`config.mk`:
```
export PLATFORM = sky130hd
export DESIGN_NAME = fetch_unit
export DESIGN_NICKNAME = d
export VERILOG_FILES = /design/src/rtl/types.sv /design/src/rtl/pc_next_logic.sv /design/src/rtl/fetch_unit.sv
export SDC_FILE = /design/constraint.sdc
export NUM_CORES = 1
export LEC_CHECK = 0
export BUFFER_PORTS_ARGS = -buffer_cell sky130_fd_sc_hd__buf_2
export CAP_MARGIN = 20
export CORE_MARGIN = 2
export CORE_UTILIZATION = 55
export CTS_BUF_LIST = sky130_fd_sc_hd__clkbuf_16
export CTS_CLUSTER_DIAMETER = 100
export CTS_CLUSTER_SIZE = 24
export DETAILED_ROUTE_END_ITERATION = 8
export HOLD_SLACK_MARGIN = 0.02
export PLACE_DENSITY = 0.83
export SYNTH_ARGS = -nofsm -noshare
export SYNTH_HDL_FRONTEND = slang
export SYNTH_SLANG_ARGS = --single-unit
```
`constraint.sdc`:
```
create_clock -name i_Clock -period 3.6 [get_ports i_Clock]
set_input_delay 0.18 -clock i_Clock [delete_from_list [all_inputs] [get_ports i_Clock]]
set_output_delay 0.18 -clock i_Clock [all_outputs]
set_load 0.01 [all_outputs]
```
`src/rtl/types.sv`:
```
// types: encodings shared between the fetch stage and the decode controller.
package types;
   typedef enum logic [1:0] {pcPP4 = 2'b00, pcOFS = 2'b01, pcIND = 2'b10} PcSel;
   typedef enum logic [1:0] {IDLE, FETCH, ISSUE, HALT} FetchState;
endpackage

```
`src/rtl/pc_next_logic.sv`:
```
// pc_next_logic: next-PC target for an accepted instruction and its fault classification.
module pc_next_logic
   import types::*;
(
   input  logic [31:0] pc,
   input  logic [1:0]  pc_sel,
   input  logic [31:0] offset,
   input  logic [31:0] rs1,
   output logic [31:0] target,
   output logic        misaligned,
   output logic        reserved
);
   assign target = (pc_sel == pcOFS) ? pc + offset :
                   (pc_sel == pcIND) ? (rs1 + offset) & ~32'd1 : pc + 32'd4;
   // bit0 is either cleared (indirect) or ignored; only bit1 breaks word alignment
   assign misaligned = target[1];
   assign reserved   = (pc_sel == 2'b11);
endmodule

```
`src/rtl/fetch_unit.sv`:
```
// fetch_unit: RV32I fetch stage; owns the PC, fetches one word at a time and hands it
// to decode over valid/ready, redirecting on the next-PC select sampled at accept.
module fetch_unit
   import types::*;
#(
   parameter logic [31:0] RESET_ADDR = 32'h0000_0000
) (
   input  logic        i_Clock,
   input  logic        i_Reset,
   output logic [31:0] o_MemAddr,
   output logic        o_MemReq,
   input  logic        i_MemAck,
   input  logic [31:0] i_MemData,
   output logic [31:0] o_Inst,
   output logic [31:0] o_PC,
   output logic        o_InstValid,
   input  logic        i_InstReady,
   input  logic [1:0]  i_PCNextSel,
   input  logic [31:0] i_Offset,
   input  logic [31:0] i_RegData,
   output logic [31:0] o_InstCount,
   output logic        o_Fault,
   output logic [31:0] o_FaultAddr
);
   FetchState   state;
   logic [31:0] pc;
   logic [31:0] target;
   logic        misaligned;
   logic        reserved;

   pc_next_logic u_next (
      .pc         (pc),
      .pc_sel     (i_PCNextSel),
      .offset     (i_Offset),
      .rs1        (i_RegData),
      .target     (target),
      .misaligned (misaligned),
      .reserved   (reserved)
   );

   assign o_MemAddr = pc;

   always_ff @(posedge i_Clock or negedge i_Reset) begin
      if (!i_Reset) begin
         state       <= IDLE;
         pc          <= RESET_ADDR;
         o_MemReq    <= 1'b0;
         o_InstValid <= 1'b0;
         o_Inst      <= 32'd0;
         o_PC        <= RESET_ADDR;
         o_InstCount <= 32'd0;
         o_Fault     <= 1'b0;
         o_FaultAddr <= 32'd0;
      end else begin
         case (state)
            IDLE: begin
               state    <= FETCH;
               o_MemReq <= 1'b1;
            end
            FETCH: if (i_MemAck) begin
               o_Inst      <= i_MemData;
               o_PC        <= pc;
               o_MemReq    <= 1'b0;
               o_InstValid <= 1'b1;
               state       <= ISSUE;
            end
            ISSUE: if (i_InstReady) begin
               o_InstValid <= 1'b0;
               o_InstCount <= o_InstCount + 32'd1;
               // a faulting redirect leaves the PC at the instruction that raised it
               if (reserved || misaligned) begin
                  o_Fault     <= 1'b1;
                  o_FaultAddr <= reserved ? pc : target;
                  state       <= HALT;
               end else begin
                  pc       <= target;
                  o_MemReq <= 1'b1;
                  state    <= FETCH;
               end
            end
            default: ;
         endcase
      end
   end
endmodule

```
-- After elaboration in Yosys (flattened, before gate mapping)
Index checks and enable logic that the tools add are counted.
- register bits after elaboration: 165
- input bits: 102
- add/subtract/negate cells: 4
- equality and inequality tests: 8
- multiplexer cells: 14
- bitwise logic cells: 1
- reductions and logical operators: 11
- operators by type and width (cell ; count):
    $mux W32 ; 3
    $add A32 B32 Y32 ; 2
    $add A32 B1 Y32 const B ; 1
    $add A32 B3 Y32 const B ; 1
    $reduce_and A3 Y1 ; 4
    $eq A2 B2 Y1 const B ; 3
    $mux W2 ; 3
    $ne A2 B2 Y1 const B ; 3
    $pmux W2 S3 ; 1
    $mux W1 ; 5
    $eq A2 B1 Y1 const B ; 2
    $reduce_and A2 Y1 ; 2
    $reduce_and A4 Y1 ; 1
    $pmux W1 S3 ; 1
    $reduce_bool A3 Y1 ; 1
    $logic_not A2 Y1 ; 1
    $pmux W1 S2 ; 1
    $reduce_bool A2 Y1 ; 1
    $logic_or A1 B1 Y1 ; 1
    $not A1 Y1 ; 1

-- Longest topological paths before layout
- word-level depth: 7
- depth in mapped cells: 11
- gate-level depth less buffers: 11

-- By module
A second synthesis with hierarchy kept.
- cells, all modules: 1197
- area total of the unflattened synthesis: 11482.3 µm²
- modules (own cells, without submodules) (module ; instances ; cells an instance ; area each (µm²)):
    fetch_unit ; 1 ; 498 ; 6790.3
    pc_next_logic ; 1 ; 699 ; 4692.0

-- Least setup slack after synthesis
OpenSTA, ideal clock, no wires.
- path kind: flip-flop to flip-flop
- start point: register pc[0] (netlist: o_MemAddr[0])
- end point: register o_FaultAddr[24]
- library setup time: 126 ps
- arrival: 2701 ps
- slack: 773 ps
- cell stages (with the launch flop): 12
- buffers on the path: 0
- period minus slack after synthesis: 2827 ps
- cell sequence: dfrtp_1 > ha_1 > fa_1 > a211oi_1 > o21ai_1 > a211oi_1 > a21oi_1 > a211oi_1 > xor2_1 > nor2_1 > nor4b_2 > o21ai_1
- cells in the longest elaborated chain, start to end: 5
- RTL lines (element ; line ; RTL):
    start: declaration ; fetch_unit.sv:26 ; logic [31:0] pc;
    start signal: assignment ; fetch_unit.sv:76 ; pc <= target;
    $add A32 B3 Y32 ; pc_next_logic.sv:14 ; (pc_sel == pcIND) ? (rs1 + offset) & ~32'd1 : pc + 32'd4;
    $mux W32 ; pc_next_logic.sv:14 ;
    $mux W32 * ; pc_next_logic.sv:13 ; assign target = (pc_sel == pcOFS) ? pc + offset :
    $logic_or A1 B1 Y1 ; fetch_unit.sv:71 ; if (reserved || misaligned) begin
    $reduce_and A3 Y1 (no line) ; -- ;
    end signal: assignment ; fetch_unit.sv:73 ; o_FaultAddr <= reserved ? pc : target;
    end: declaration ; fetch_unit.sv:23 ; output logic [31:0] o_FaultAddr
Every way passes the cells marked *; elsewhere a longest branch is shown, timed or not.
A chain may end at the register's enable or synchronous reset.

-- Worst setup path in the final report
- start point: register pc[1] (netlist: o_MemAddr[1])
- end point: register o_FaultAddr[21]
Same word-level chain as after synthesis.

==> impl_metrics.json <==
{
  "post-cts-setup-buffers": 0,
  "grt.busiest_layer": "met2",
  "final_common_cell": "buf_2",
  "synth_seq_cells": 165,
  "reg2reg_depth": 9,
  "cp.arrival_ps": 3450,
  "ios": 265,
  "cts_max_level": 4,
  "p_leak_nw": 6.74,
  "row_count": 52,
  "status": "finished clean",
  "crit_slowest_cell": "dfrtp_1",
  "layout-drive-gt1-share_pct": 26.0,
  "crit_type": "flop to flop",
  "die_w_um": 148,
  "synthesis.nets": 1457,
  "crit_fanout": 7,
  "async_flop_share_pct": 100,
  "finalHoldViolations": 0,
  "placed_area_um2": 13100,
  "drt-pass1-iter-count": 5,
  "ys_warn_count": 0,
  "wl_per_cell_um": 20.0,
  "finish.utilization_pct": 69.0,
  "drv_cap": 0,
  "grt_pass1_vias": 10700,
  "cp-start-kind": "flop",
  "hpwl_um": 28100,
  "vias": 11300,
  "drc_errors": 0,
  "maxSlewViolCount": 0,
  "ff2ff_setup_slack_ps": 430,
  "grt_usage_pct": 33.7,
  "grt_use_met2_pct": 54.1,
  "crit_path_frequent_cell": "a211oi_1",
  "ys_types": 72,
  "overflow": 0,
  "dieArea_um2": 21900,
  "grt_pass1_wl_um": 58100,
  "cts_buffers": 17,
  "portBuffers": 264,
  "fin_crit_sh_pct": 88.1,
  "insertion_delay_ps": 420,
  "peakVddDrop_uv": 435,
  "ys_seq_area_share_pct": 36.2,
  "synth_edf_count": 0,
  "core-area_um2": 20300,
  "syn_inst": 1287,
  "fin_area_um2": 14000,
  "r2r-start": "o_MemAddr[1]",
  "cts.sinks": 165,
  "first_iter_violations": 1093,
  "fmax_mhz": 315,
  "use_met1_pct": 46.6,
  "antenna_found_initial": 0,
  "slowest_delay_ps": 480,
  "rsz0062_at_grt": "false",
  "fin_skew_ps": 13.3,
  "rr_endpoint": "o_FaultAddr[21]",
  "setup_viol": 0,
  "syn-cell-area_um2": 11400,
  "clkTransAtPathRegs_ps": 70,
  "clockRootBuffer": "clkbuf_16",
  "relSlewSlack_pct": 40.8,
  "chipHeight_um": 148,
  "setup.worst_path.end_class": "flop",
  "layout_common_cells": "buf_2, dfrtp_1, nand2_1, nor2_1, a21oi_1",
  "gp_congestion": 0.960,
  "cts_tree": "done",
  "finalSetupTns_ps": 0,
  "required_ps": 3870,
  "cp-startpoint": "o_MemAddr[1]",
  "powerDensity_nw_per_um2": 692,
  "cts_buffer_depth": 2,
  "period_needed_ps": 3170,
  "min_path_type": "primary input to flop",
  "ant_nets": 0,
  "worstMarginPinSlew_ps": 889,
  "routed_wl_um": 37300,
  "grt_max_degree": 100,
  "area_growth_pct": 22.8,
  "avgSynthCellArea_um2": 8.87,
  "final_nets": 1748,
  "vias_per_cell": 6.07,
  "synth_ff_type": "dfrtp_1",
  "cp_cell_sequence": "ha_1 -> a211oi_1 -> o21ai_1 -> a211oi_1 -> nor2_1 -> a221o_1 -> xor2_1 -> o221ai_1 -> o31ai_1",
  "initial_utilization_pct": 56.2,
  "endpoint": "o_FaultAddr[21]",
  "grtUsageMet3_pct": 7.52,
  "insertedDiodeCount": 0
}
-- report_power, final --
group | switching [mW] | total, mW | internal (mW)
Sequential | 0.667 | 3.18 | 2.51
Clock | 0.799 | 1.70 | 0.900
Combinational | 2.76 | 4.82 | 2.06
-- Yosys cell counts, drive strengths merged, types with 5 or more instances --
cell / n / area (µm²)
a21oi: 90 / 454
o221ai: 5 / 43.8
o211ai: 14 / 105
a211oi: 32 / 245
xor2: 45 / 394
and2: 12 / 75.1
and4: 9 / 78.8
mux2i: 8 / 80.1
o21ai: 95 / 475
a21o: 25 / 188
nor2: 102 / 383
o31ai: 16 / 139
xnor2: 62 / 543
a211o: 5 / 43.8
a311oi: 5 / 43.8
buf: 11 / 47.5
or3: 7 / 48.8
clkbuf: 46 / 173
ha: 66 / 826
nand4: 18 / 113
inv: 23 / 86.3
nor4: 5 / 31.3
and3: 21 / 133
dfrtp: 165 / 4130
nand3: 53 / 265
nand2: 167 / 637
nand2b: 8 / 50.1
nor3: 20 / 100
a31oi: 17 / 121
o21bai: 9 / 67.6
nor2b: 7 / 43.8
o21a: 5 / 37.5
mux2: 66 / 743
-- layout make-up --
class	count	area (µm²)
multi-input cells	1042	6980
fillers	1661	6280
flip-flops and latches	165	4130
repair buffers	329	1940
clock buffers	17	425
well taps	270	338
clock inverters	15	120
inverters	23	86.3
-- cells by family after synthesis --
family / count (synthesis) / synth area share, %
muxes: 74 / 7.21
AOI/OAI and AO/OA: 357 / 20.4
xor gates and xnor gates: 107 / 8.21
adders and majority gates: 68 / 7.59
DFF: 165 / 36.2
buffers and inverters: 80 / 2.69
and+or+nand+nor: 436 / 17.7
-- how the worst min path moves through the flow --
stage,slack (ps),start,endpoint,cells past startpoint
2_1_floorplan,-120,i_Reset,o_Fault,0
3_3_place_gp,330,i_Reset,o_InstCount[5],1
3_5_place_dp,340,i_Reset,o_InstCount[9],1
4_1_cts,150,i_InstReady,o_InstCount[0],3
5_1_grt,190,i_InstReady,o_InstCount[0],3
6_report,170,i_InstReady,o_InstCount[0],3
-- state kept, by name, summed over array words and instances (netlist names) --
register     count
o_PC            32
state            2
o_InstValid      1
o_Fault          1
o_MemReq         1
o_FaultAddr     32
o_MemAddr       32
o_InstCount     32
o_Inst          32
-- metal layers --
layer / routed length, µm / part of all wire, %
met1: 15500 / 42
met2: 17000 / 46
met5: 0 / 0
met3: 4010 / 11
met4: 751 / 2.0
-- worst max-delay path, delay by kind of cell (launching register included) --
kind / cells / cell delay, ps
AO/OA/AOI/OAI: 6 / 1880
XOR/XNOR: 1 / 180
adder cells (fa/ha/maj): 1 / 350
flip-flops: 1 / 480
AND/OR/NAND/NOR: 1 / 130
-- timing repair --
item,4_1_cts,5_1_grt
hold buffers,33,0
hold endpoints to repair,130,0
gates resized for setup,0,0
-- per-stage QoR --
step | hold slack (ps) | worst slack, ps | instances | total power, mW
after floorplan | -116 | 773 | 1287 | 6.00
after global placement | 335 | 563 | 1796 | 7.77
after detailed placement | 339 | 528 | 1796 | 7.88
after CTS | 149 | 505 | 1861 | 9.60
after global routing | 187 | 171 | 1861 | 10.3
final | 169 | 428 | 1861 | 9.70
Note: power is estimated with default switching activity, not from simulation.
